==> src/rtl/core_lsu_pkg.sv <==
// Shared encodings for the load/store pipe stage.
// Size codes, cause codes, FSM states and watchdog width helper.
package core_lsu_pkg;

    localparam logic [1:0] SZ_BYTE = 2'd0;
    localparam logic [1:0] SZ_HALF = 2'd1;
    localparam logic [1:0] SZ_WORD = 2'd2;

    localparam logic [1:0] CAUSE_NONE    = 2'd0;
    localparam logic [1:0] CAUSE_LD_MIS  = 2'd1;
    localparam logic [1:0] CAUSE_ST_MIS  = 2'd2;
    localparam logic [1:0] CAUSE_TIMEOUT = 2'd3;

    typedef enum logic [1:0] {
        IDLE,
        ACCESS,
        WAIT
    } state_e;

    // Watchdog counts 0..timeout-1
    function automatic int cnt_width(input int timeout);
        return (timeout <= 2) ? 1 : $clog2(timeout);
    endfunction

    function automatic logic misaligned(
        input logic [1:0] size,
        input logic [1:0] lo
    );
        case (size)
            SZ_BYTE: return 1'b0;
            SZ_HALF: return lo[0];
            default: return lo != 2'd0;
        endcase
    endfunction

endpackage

==> src/rtl/core_lsu_align.sv <==
// Byte-lane alignment for the load/store stage.
// Store lane replication and strobes; load extract and extension.
module core_lsu_align
    import core_lsu_pkg::*;
#(
    parameter int XLEN = 32
) (
    input  logic [1:0]      st_size,
    input  logic [1:0]      st_lo,
    input  logic [XLEN-1:0] st_data,
    input  logic [1:0]      ld_size,
    input  logic [1:0]      ld_lo,
    input  logic            ld_unsigned,
    input  logic [XLEN-1:0] ld_data,
    output logic [XLEN-1:0] lane_data,
    output logic [3:0]      strb,
    output logic [XLEN-1:0] ld_value
);

    logic [3:0]      base;
    logic [XLEN-1:0] shifted;
    logic            sgn;

    always_comb begin
        lane_data = st_data;
        base      = 4'hF;
        case (st_size)
            SZ_BYTE: begin
                lane_data = {4{st_data[7:0]}};
                base      = 4'h1;
            end
            SZ_HALF: begin
                lane_data = {2{st_data[15:0]}};
                base      = 4'h3;
            end
            default: ;
        endcase
        // Shifted strobe is truncated to the 4 byte lanes
        strb = base << st_lo;
    end

    always_comb begin
        shifted  = ld_data >> {ld_lo, 3'b000};
        ld_value = shifted;
        sgn      = 1'b0;
        case (ld_size)
            SZ_BYTE: begin
                sgn      = ~ld_unsigned & shifted[7];
                ld_value = {{(XLEN-8){sgn}}, shifted[7:0]};
            end
            SZ_HALF: begin
                sgn      = ~ld_unsigned & shifted[15];
                ld_value = {{(XLEN-16){sgn}}, shifted[15:0]};
            end
            default: ;
        endcase
    end

endmodule

==> src/rtl/core_pipe_lsu.sv <==
// Load/store pipe stage with valid/ready handshake and RAM watchdog.
// CORE_LSU_MISALIGN_TRAP_EN: trap misaligned accesses instead of issuing.
module core_pipe_lsu
    import core_lsu_pkg::*;
#(
    parameter int XLEN    = 32,
    parameter int RAW     = 5,
    parameter int TIMEOUT = 64
) (
    input  logic            clk,
    input  logic            rst_n,
    input  logic            in_valid,
    output logic            in_ready,
    input  logic [RAW-1:0]  in_rd,
    input  logic            in_wen,
    input  logic            in_load,
    input  logic            in_store,
    input  logic            in_unsigned,
    input  logic [1:0]      in_size,
    input  logic [XLEN-1:0] in_addr,
    input  logic [XLEN-1:0] in_wdata,
    input  logic [XLEN-1:0] in_value,
    input  logic [XLEN-1:0] in_pc,
    output logic            out_valid,
    input  logic            out_ready,
    output logic [RAW-1:0]  out_rd,
    output logic            out_wen,
    output logic [XLEN-1:0] out_wdata,
    output logic [XLEN-1:0] out_pc,
    output logic            out_err,
    output logic [1:0]      out_cause,
    output logic            ram_req,
    output logic            ram_wen,
    output logic [XLEN-1:0] ram_addr,
    output logic [1:0]      ram_size,
    output logic [XLEN-1:0] ram_wdata,
    output logic [3:0]      ram_wstrb,
    input  logic            ram_done,
    input  logic [XLEN-1:0] ram_rdata
);

    localparam int CW = cnt_width(TIMEOUT);

    typedef struct packed {
        logic [RAW-1:0]  rd;
        logic            wen;
        logic [XLEN-1:0] wdata;
        logic [XLEN-1:0] pc;
        logic            err;
        logic [1:0]      cause;
    } res_t;

    state_e          state, state_nxt;
    res_t            res, hold, acc_res;
    logic [CW-1:0]   cnt;
    logic [RAW-1:0]  req_rd;
    logic [XLEN-1:0] req_pc;
    logic            req_unsigned;
    logic            accept, is_mem, trap, issue;
    logic            timeout, finish, take, park;
    logic [XLEN-1:0] lane_data, ld_value;
    logic [3:0]      strb;

    assign in_ready = (state == IDLE) && (!out_valid || out_ready);
    assign accept   = in_valid && in_ready;
    assign is_mem   = in_load || in_store;
`ifdef CORE_LSU_MISALIGN_TRAP_EN
    assign trap     = is_mem && misaligned(in_size, in_addr[1:0]);
`else
    assign trap     = 1'b0;
`endif
    assign issue    = accept && is_mem && !trap;
    assign timeout  = cnt == CW'(TIMEOUT - 1);
    assign finish   = (state == ACCESS) && (ram_done || timeout);

    core_lsu_align #(.XLEN(XLEN)) u_align (
        .st_size     (in_size),
        .st_lo       (in_addr[1:0]),
        .st_data     (in_wdata),
        .ld_size     (ram_size),
        .ld_lo       (ram_addr[1:0]),
        .ld_unsigned (req_unsigned),
        .ld_data     (ram_rdata),
        .lane_data   (lane_data),
        .strb        (strb),
        .ld_value    (ld_value)
    );

    // ram_done in the timeout cycle wins
    always_comb begin
        acc_res       = '0;
        acc_res.rd    = req_rd;
        acc_res.pc    = req_pc;
        acc_res.wen   = ram_done && !ram_wen;
        acc_res.wdata = (ram_done && !ram_wen) ? ld_value : '0;
        acc_res.err   = !ram_done;
        acc_res.cause = ram_done ? CAUSE_NONE : CAUSE_TIMEOUT;
    end

    always_comb begin
        state_nxt = state;
        take      = 1'b0;
        park      = 1'b0;
        res       = '0;
        unique case (state)
            IDLE: begin
                if (accept && issue) begin
                    state_nxt = ACCESS;
                end else if (accept) begin
                    take      = 1'b1;
                    res.rd    = in_rd;
                    res.pc    = in_pc;
                    res.wen   = is_mem ? 1'b0 : in_wen;
                    res.wdata = is_mem ? '0 : in_value;
                    res.err   = is_mem;
                    res.cause = !is_mem ? CAUSE_NONE :
                                in_load ? CAUSE_LD_MIS : CAUSE_ST_MIS;
                end
            end
            ACCESS: begin
                if (finish && (!out_valid || out_ready)) begin
                    take      = 1'b1;
                    res       = acc_res;
                    state_nxt = IDLE;
                end else if (finish) begin
                    park      = 1'b1;
                    state_nxt = WAIT;
                end
            end
            WAIT: begin
                if (out_ready) begin
                    take      = 1'b1;
                    res       = hold;
                    state_nxt = IDLE;
                end
            end
            default: state_nxt = IDLE;
        endcase
    end

    always_ff @(posedge clk or negedge rst_n) begin
        if (!rst_n) state <= IDLE;
        else        state <= state_nxt;
    end

    always_ff @(posedge clk or negedge rst_n) begin
        if (!rst_n) begin
            out_valid <= 1'b0;
            out_rd    <= '0;
            out_wen   <= 1'b0;
            out_wdata <= '0;
            out_pc    <= '0;
            out_err   <= 1'b0;
            out_cause <= CAUSE_NONE;
            hold      <= '0;
        end else begin
            if (take) begin
                out_valid <= 1'b1;
                out_rd    <= res.rd;
                out_wen   <= res.wen;
                out_wdata <= res.wdata;
                out_pc    <= res.pc;
                out_err   <= res.err;
                out_cause <= res.cause;
            end else if (out_ready) begin
                out_valid <= 1'b0;
            end
            if (park) hold <= acc_res;
        end
    end

    always_ff @(posedge clk or negedge rst_n) begin
        if (!rst_n) begin
            ram_req      <= 1'b0;
            ram_wen      <= 1'b0;
            ram_addr     <= '0;
            ram_size     <= '0;
            ram_wdata    <= '0;
            ram_wstrb    <= '0;
            req_rd       <= '0;
            req_pc       <= '0;
            req_unsigned <= 1'b0;
            cnt          <= '0;
        end else if (issue) begin
            ram_req      <= 1'b1;
            ram_wen      <= in_store && !in_load;
            ram_addr     <= in_addr;
            ram_size     <= in_size;
            ram_wdata    <= lane_data;
            ram_wstrb    <= (in_store && !in_load) ? strb : 4'h0;
            req_rd       <= in_rd;
            req_pc       <= in_pc;
            req_unsigned <= in_unsigned;
            cnt          <= '0;
        end else if (finish) begin
            ram_req <= 1'b0;
        end else if (state == ACCESS) begin
            cnt <= cnt + 1'b1;
        end
    end

endmodule

==> config.mk <==
export PLATFORM = sky130hd
export DESIGN_NAME = core_pipe_lsu
export DESIGN_NICKNAME = d
export VERILOG_FILES = /design/src/rtl/core_lsu_pkg.sv /design/src/rtl/core_lsu_align.sv /design/src/rtl/core_pipe_lsu.sv
export SDC_FILE = /design/constraint.sdc
export NUM_CORES = 1
export LEC_CHECK = 0
export ABC_AREA = 1
export CAP_MARGIN = 20
export CORE_ASPECT_RATIO = 0.75
export CORE_UTILIZATION = 52
export DETAILED_ROUTE_END_ITERATION = 8
export PLACE_DENSITY = 0.85
export SYNTH_ARGS = -nofsm -noshare
export SYNTH_HDL_FRONTEND = slang
export SYNTH_SLANG_ARGS = --single-unit
==> constraint.sdc <==
create_clock -name clk -period 3.6 [get_ports clk]
set_input_delay 0.54 -clock clk [delete_from_list [all_inputs] [get_ports clk]]
set_output_delay 0.54 -clock clk [all_outputs]
set_load 0.05 [all_outputs]
After elaboration in Yosys (flattened, before gate mapping)
Cells that the tools add are included.
Widths: inputs -> output; s select.
{"block": "classes", "n_addsub": 1, "eq_ne": 9, "n_shift": 2, "muxes": 35, "bitwise_logic": 3, "reduce_logical": 23}
{"cell": "$mux 73", "n": 4}
{"cell": "$pmux 73 s3", "n": 1}
{"cell": "$pmux 32 s2", "n": 2}
{"cell": "$mux 32", "n": 2}
{"cell": "$shr 32x5->32", "n": 1}
{"cell": "$mux 6", "n": 3}
{"cell": "$mux 2", "n": 7}
{"cell": "$mux 1", "n": 12}
{"cell": "$logic_and 1x1->1", "n": 8}
{"cell": "$pmux 4 s2", "n": 1}
{"cell": "$add 6x1->6 const B", "n": 1}
{"cell": "$eq 2x1->1 const B", "n": 3}
{"cell": "$eq 6x6->1 const B", "n": 1}
{"cell": "$logic_not 2->1", "n": 3}
{"cell": "$pmux 2 s3", "n": 1}
{"cell": "$reduce_bool 2->1", "n": 3}
{"cell": "$logic_not 1->1", "n": 4}
{"cell": "$mux 4", "n": 1}
{"cell": "$ne 2x2->1 const B", "n": 2}
{"cell": "$shl 4x2->4", "n": 1}
{"cell": "$logic_or 1x1->1", "n": 3}
{"cell": "$ne 3x2->1 const B", "n": 1}
{"cell": "$pmux 1 s3", "n": 1}
{"cell": "$reduce_and 3->1", "n": 1}
{"cell": "5 further kinds", "n": 6}
{"block": "totals", "regBits": 265, "in_bits": 176, "out_inout_bits": 147, "word_cells": 97}

Logic depth before layout (Yosys ltp)
Gate-level depths: netlist (run 1).
{"block": "logic_depth", "word_depth": 9, "depth_mapped": 11, "mapped_depth_nobuf": 9}

Cells and area by module
A second synthesis (run 1) with hierarchy kept.
{"block": "unflattened", "cells_unflattened": 1717, "hier_area_um2": 13007.5}
{"mod": "core_pipe_lsu", "n_inst": 1, "cells_each": 1459, "area_per_inst_um2": 11726.2}
{"mod": "core_lsu_align", "n_inst": 1, "cells_each": 258, "area_per_inst_um2": 1281.2}

Worst setup path before layout (run 1)
Ideal clock, no wire load.
{"block": "synth_path", "path_type": "flip-flop to output port", "startpoint": "register out_valid", "endpoint": "output in_ready", "t_arrival_ps": 1855, "required_ps": 3060, "path_slack_ps": 1205, "stages_incl_launch_ff": 4, "path_buffers": 0, "path_cell_list": "dfrtp_1 nand2_4 inv_1 nor3_1"}
{"block": "synth_between", "elab_chain_len": 3}
{"element": "from (decl)", "line": "core_pipe_lsu.sv:24", "rtl": "output logic out_valid,"}
{"element": "from (signal assigned)", "line": "core_pipe_lsu.sv:148", "rtl": "out_valid <= 1'b0;"}
{"element": "from (signal assigned)", "line": "core_pipe_lsu.sv:158", "rtl": "out_valid <= 1'b1;"}
{"element": "from (signal assigned)", "line": "core_pipe_lsu.sv:166", "rtl": "out_valid <= 1'b0;"}
{"element": "$logic_not 1->1", "line": "core_pipe_lsu.sv:64", "rtl": "assign in_ready = (state == IDLE) && (!out_valid || out_ready);"}
{"element": "$logic_or 1x1->1", "line": "core_pipe_lsu.sv:64"}
{"element": "$logic_and 1x1->1", "line": "core_pipe_lsu.sv:64"}
{"element": "to (decl)", "line": "core_pipe_lsu.sv:13", "rtl": "output logic in_ready,"}
No other way between the ends.

Worst setup path after layout (run 1)
{"block": "layout_path", "startpoint": "input out_ready", "endpoint": "output in_ready"}
{"block": "layout_between", "elab_chain_len": 2}
{"element": "from (decl)", "line": "core_pipe_lsu.sv:25", "rtl": "input logic out_ready,"}
{"element": "$logic_or 1x1->1", "line": "core_pipe_lsu.sv:64"}
{"element": "$logic_and 1x1->1", "line": "core_pipe_lsu.sv:64"}
No other way between the ends.

==> results of run 1 <==
-- how the worst max path moves through the flow --
| stage | end | slack [ps] |
|---|---|---|
| after floorplan | in_ready | 1200 |
| after global placement | in_ready | 810 |
| after detailed placement | in_ready | 760 |
| after CTS | in_ready | 740 |
| after global routing | in_ready | 580 |
| final | in_ready | 740 |
-- sequential cells by signal, indices dropped and copies added (netlist names), 2 cells and up --
| signal | count |
|---|---|
| cnt | 6 |
| hold | 71 |
| out_cause | 2 |
| out_pc | 32 |
| out_rd | 5 |
| out_wdata | 32 |
| ram_addr | 32 |
| ram_size | 2 |
| ram_wdata | 32 |
| ram_wstrb | 4 |
| req_pc | 32 |
| req_rd | 5 |
| state | 2 |
-- final cells by class --
cell class	count	area (um^2)	area share, %
flip-flops and latches	263	6580	40.8
multi-input cells	1105	4710	29.2
repair buffers	342	3430	21.2
clock buffers	39	781	4.84
well taps	294	368	2.28
inverters	38	145	0.899
clock inverters	9	128	0.791
-- worst reg2reg max path, cell delays in order (launching register included) --
cell and delay, ps:
dfrtp_1 650, inv_2 510, nand3_1 230, nand3_2 240
nand3_2 520, nand3_1 320, nand4_1 110
-- stage by stage --
step / instance area (um^2) / power [uW]
3_5_place_dp: 15200 / 12300
3_3_place_gp: 15200 / 12100
5_1_grt: 16100 / 16000
2_1_floorplan: 11800 / 9700
4_1_cts: 16100 / 15200
6_report: 16100 / 15200
-- cells in the mapped netlist (all sizes together) --
library cell	count	area share, %
o21ai	73	3.1
nor2	19	0.90
inv	37	1.2
clkinv	1	0.032
o31ai	8	0.51
a22oi	6	0.38
nand2	816	26
xor2	3	0.22
ha	1	0.11
buf	50	2.3
o211ai	3	0.19
dfrtp	263	56
nor3	2	0.085
nand3	80	3.6
clkbuf	33	1.0
a21oi	26	1.1
nand4	65	3.4
o22ai	3	0.16
-- kinds of logic after synthesis --
family / count (synthesis)
buffers and inverters: 121
AOI/OAI and AO/OA: 119
xor gates and xnor gates: 3
DFF: 263
and+or+nand+nor: 982
adders and majority gates: 1
-- where the power goes --
group	switching, uW	internal (uW)	total [uW]
sequential	883	4230	5110
clock	1150	1720	2860
combinational	4960	2280	7250
total	6990	8230	15200
-- layer usage --
metal / vias to the layer above / share of wire, % / GRT usage (%)
met5: - / 0 / 0
met4: 0 / 2.8 / 8.94
met3: 81 / 9.4 / 7.67
met2: 557 / 46 / 50.7
met1: 5380 / 41 / 41.6
li1: 5341 / - / -
==> results.md, run 1 <==
- Num CTS Buffers: 27
- DR pass1 iterations: 7
- Die Y: ~130 um
- P&R area growth vs syn: 36.5%
- Commonest cells after routing, fill and taps aside: 812 x nand2_1, 321 x clkdlybuf4s50_1, 263 x dfrtp_1
- Starting Density: 53.3%
- Worst-path fanout max: 6
- Syn avg cell area: between 7 and 8 um^2
- Initial DRC Count: ~1.1k
- Post-CTS setup buffer count: 0
- Synthesized net count: ~1.7k
- Final net count: ~2.0k
- Yosys warning total: 0
- Post-route ant nets: 0
- IR drop worst, VDD: between 0.6 and 0.7 mV
- Final Hold Fails: 0
- DRC: 0
- CP delay by family, top: buffers and inverters
- TritonCTS clock tree: done
- Highest Clock Rate: 350 MHz
- Post-CTS Resized: 0
- Slew HR: between 20% and 30%
- Worst hold slack: 71.8 ps
- Finished Layout Cells: 2,090
- Global route total overflow: 0
- Placed Cells: just over 2k
- Leak pwr: slightly below 0.008 uW
- Final worst slack: about 740 ps
- Critical path class: input port to output port
- Reg-to-reg setup timing slack: between 800 and 900 ps
- Core Area: about 0.022 mm^2
- Status: finished, final reports clean
- Type of the tightest min-delay check: input port to async pin
- Reg clk slew, reported paths: 60 ps
- Crit path DAT: 2320 ps
- Setup crit start: out_ready
- CTS Root Cell: clkbuf_16
- Largest net degree at the start of global routing: 106
- Worst Path Buf+Inv: 4
- Post-synthesis simple-gate area fraction: between 30 and 40%
- Synth Area in Adders: 0.106%
- Post-synthesis xor/xnor area fraction: 0.222%
- RSZ-0062 raised after global routing: false
- GPL Wtd Cong: between 0.9 and 1
- Synth Area in Compound Gates: between 5 and 6%
- Final core occ: between 70% and 80%
- Wire length of the first global-routing pass: approximately 58,000 um
- Worst Setup Start Kind: input port
- Crit path cell chain: clkdlybuf4s50_1 -> inv_2 -> nand2_4 -> inv_1 -> nor3_1 -> clkdlybuf4s50_1
- Minimum clock period: around 2900 ps
- Io pins: ~320
- Die Span X: between 150 and 200 um
- Slew at the pin closest to its max-slew limit: roughly 1100 ps
- Share of layout cells above drive strength 1: between 4 and 5%
- Endpoint type of the worst setup path: output port
- Mux cell area share after synthesis: 0%
- Via count: 11.4k
- Final max-slew violation count: 0
- RR Endpoint: out_wdata[28]
- Fin Clk Skew: approximately 7.1 ps
- Final HPWL DP: 24,300 um
- Gate Count Post-Synth: 1,489
- Worst skew pair latency: between 500 and 600 ps
- Path depth of the worst reg2reg path: 6
- #FFs+latches synth: between 200 and 300
- Diode count: 0
- Rows: 47
- Fin Setup TNS: 0 ps
- Vias in the first global route: between 10k and 15k
- Worst path max stage delay: 870 ps
- Total of max-cap violations: 0
- Worst R2R Start: ram_addr[1]
- Synth Cell Area: between 0.01 and 0.015 mm^2
- WP depth: 6
- Largest family of logic cells by synthesized area: simple AND/OR/NAND/NOR gates
- Filler instances: 1,645
- Pwr per Cell Area: roughly 940 mW/mm^2
- Total track usage: 31.2%
- Commonest non-fill, non-tap cell in the layout: nand2_1
- CTS max path bufs: 3
- Slowest CP cell: clkdlybuf4s50_1
- Die area: approximately 0.023 mm^2
- Most frequent CP cell: clkdlybuf4s50_1
- Synth unique cells: 29
- Drt via density: 5.43
- Endpoints failing setup: 0
- Avg WL per Cell: 17.4 um
- H-tree levels: 1
- Initial antenna violation count: 0
- CTS hold repair buffers: 0
- Share of the clock period used by the worst path: around four fifths
- WL final: around 36,000 um
- Critical Path RT: 3060 ps
- Sequential-to-total area share from yosys stat: 55.7%
- Port buffer count: roughly 320
- Sink Count: approximately 260
- Dpl ws: around 760 ps
Power figures use the tool's default switching activity.
==> run 2, diff against run 1 <==
- CORE_UTILIZATION: 52 -> 49
- PLACE_DENSITY: 0.85 -> 0.81
- clock period: 3.6 -> 2.7 ns (I/O delays scaled with it)
==> run 2 against run 1 <==
Net effect: die area up 6.0%; clock power is 36% higher; sequential cell count unchanged; largest cell class unchanged.
==> results.md, run 2 (same netlist as run 1, synthesis figures left out) <==
- Sink Count: 263 (unchanged)
- Filler instances: 1,819 (+11%)
- Final HPWL DP: 24,400 um (+0.26%)
- Max reg flops: 71 (unchanged)
- Final Hold Fails: 0 (unchanged)
- Minimum clock period: between 2000 and 2500 ps
- Slew at the pin closest to its max-slew limit: 671 ps (-409 ps)
- Die Span X: 181 um (+3.0%)
- Internal power: 11,000 uW (+34%)
- Multi-input combinational cell area: 0.00471 mm^2 (unchanged)
- Io pins: 323 (unchanged)
- Global route total overflow: 0 (unchanged)
- Reg with most FFs: hold
- Leak pwr: 0.00787 uW (+0.73%)
- CTS Root Cell: clkbuf_16
- Final worst slack: 238 ps (-504 ps)
- Core Area: 0.0234 mm^2 (+5.4%)
- Commonest cells after routing, fill and taps aside: 812 x nand2_1, 320 x clkdlybuf4s50_1, 263 x dfrtp_1
- Largest net degree at the start of global routing: 85 (-20%)
- Initial DRC Count: 985 (-13%)
- Drt via density: 5.42 (-0.31%)
- Final max-slew violation count: 0 (unchanged)
- CTS max path bufs: 3 (unchanged)
- Slew HR: 55.1% (+27 points)
- Port buffer count: 322 (unchanged)
- Avg WL per Cell: 17.3 um (-0.92%)
- Reg area: 0.00658 mm^2 (unchanged)
- DRC: 0 (unchanged)
- Commonest non-fill, non-tap cell in the layout: nand2_1
- Share of power burned in registers: 32.9% (-0.7 points)
- Worst Setup Start Kind: flip-flop
- Fin Clk Skew: 6.67 ps (-0.413 ps)
- WL final: 36,400 um (-0.21%)
- Dpl ws: 167 ps (-597 ps)
- Crit path DAT: 2060 ps (-260 ps)
- P&R area growth vs syn: 37.7%
- Switching share of power: 46.1% (+0.13 points)
- Diode count: 0 (unchanged)
- TritonCTS clock tree: done
- Worst-path fanout max: 32 (+26)
- Endpoints failing setup: 0 (unchanged)
- Power share of the clock group: 19.0% (+0.2 points)
- Critical path class: flip-flop to output port
- Vias in the first global route: 11.2k (-0.46%)
- Via count: 11.4k (+0.40%)
- Worst R2R Start: ram_size[1]
- IR drop worst, VDD: 0.998 mV (+60%)
- Worst skew pair latency: 530 ps (about the same)
- Comb pwr share: 48.1% (+0.5 points)
- RSZ-0062 raised after global routing: false
- Total of max-cap violations: 0 (unchanged)
- Rows: 48 (+2.1%)
- Finished Layout Cells: 2,105 (+0.72%)
- Final net count: 1,961 (+0.36%)
- Reg clk slew, reported paths: 70 ps (about the same)
- DR pass1 iterations: 5 (-2)
- Setup crit start: ram_addr[0]
- Critical Path RT: 2300 ps (-760 ps)
- Initial antenna violation count: 0 (unchanged)
- Share of layout cells above drive strength 1: 5.32% (+0.59 points)
- H-tree levels: 1 (unchanged)
- Num CTS Buffers: 27 (unchanged)
- Placed Cells: 2,054 (+0.59%)
- Type of the tightest min-delay check: input port to async pin
- Net Switching: 9420 uW (+35%)
- Post-route ant nets: 0 (unchanged)
- GPL Wtd Cong: 0.922 (+0.69%)
- Endpoint type of the worst setup path: output port
- Pwr per Cell Area: 1260 mW/mm^2 (+33%)
- Status: finished, final reports clean
- Die area: 0.0248 mm^2 (+6.0%)
- Share of the clock period used by the worst path: a little over 90%
- Wire length of the first global-routing pass: 57,500 um (-1.2%)
- Starting Density: 50.6% (-2.7 points)
- Total track usage: 29.3% (-1.9 points)
- Highest Clock Rate: 406 MHz
- Fin Setup TNS: 0 ps (unchanged)
- Die Y: 137 um (+3.0%)
==> run 2: cell count changes in the layout (fill, tap and decap cells not counted), sizes merged <==
cell	change
buf	+7
clkbuf	-3
clkdlybuf4s50	-1
clkinv	+2
clkinvlp	+3
dlygate4sd3	+1
==> run 2: stage by stage <==
step | instance area (um^2) | power [uW] | hold slack (ps) | utilization (%)
2_1_floorplan | 11800 | 12900 | 109 | -
3_3_place_gp | 15300 | 16300 | 299 | 65.7
3_5_place_dp | 15300 | 16500 | 300 | 65.7
4_1_cts | 16300 | 20500 | 332 | 69.7
5_1_grt | 16300 | 21500 | 358 | 69.7
6_report | 16300 | 20400 | 341 | 69.7
==> run 2: routing by layer <==
| metal | up-vias | share of wire (%) | global-route usage (%) |
|---|---|---|---|
| li1 | 5347 | - | - |
| met1 | 5420 | 42 | 38.4 |
| met3 | 77 | 9.5 | 7.24 |
| met5 | - | 0 | 0 |
| met4 | 0 | 3.1 | 10.0 |
| met2 | 561 | 45 | 47.8 |
==> run 2: worst max-delay path, stage by stage, from the launching register on <==
cell,delay (ps)
dfrtp_1,340
buf_4,310
clkdlybuf4s50_1,870
==> run 2: worst paths after layout <==
check	slack, ps	depth (start not counted)	end
min reg2reg	470	2	ram_addr[27]
min	340	2	out_pc[24]
max in group asynchronous	1610	3	out_pc[6]
min in group clk	400	3	ram_addr[3]
max	240	2	ram_addr[0]
max reg2reg	530	9	hold[55]
==> run 2: timing repair <==
item                                   CTS  global route
resized for setup                        0             0
hold buffers                             1             0
setup buffers                            0             0
endpoints found under the hold margin   32             0
==> run 2: area by class of cell <==
class	instances	area share [%]
Clock inverter	14	1.02
Inverter	38	0.891
Sequential cell	263	40.4
Clock buffer	36	4.66
Tap cell	300	2.31
Multi-Input combinational cell	1105	28.9
Timing Repair Buffer	349	21.8
==> run 2: power groups by stage <==
stage / Combinational [uW] / Sequential (uW) / Clock (uW)
floorplan: 2950 / 9990 / 0
global placement: 9620 / 6710 / 0
detailed placement: 9800 / 6750 / 0
CTS: 9830 / 6720 / 3950
global route: 10500 / 6910 / 4080
finish: 9830 / 6730 / 3880
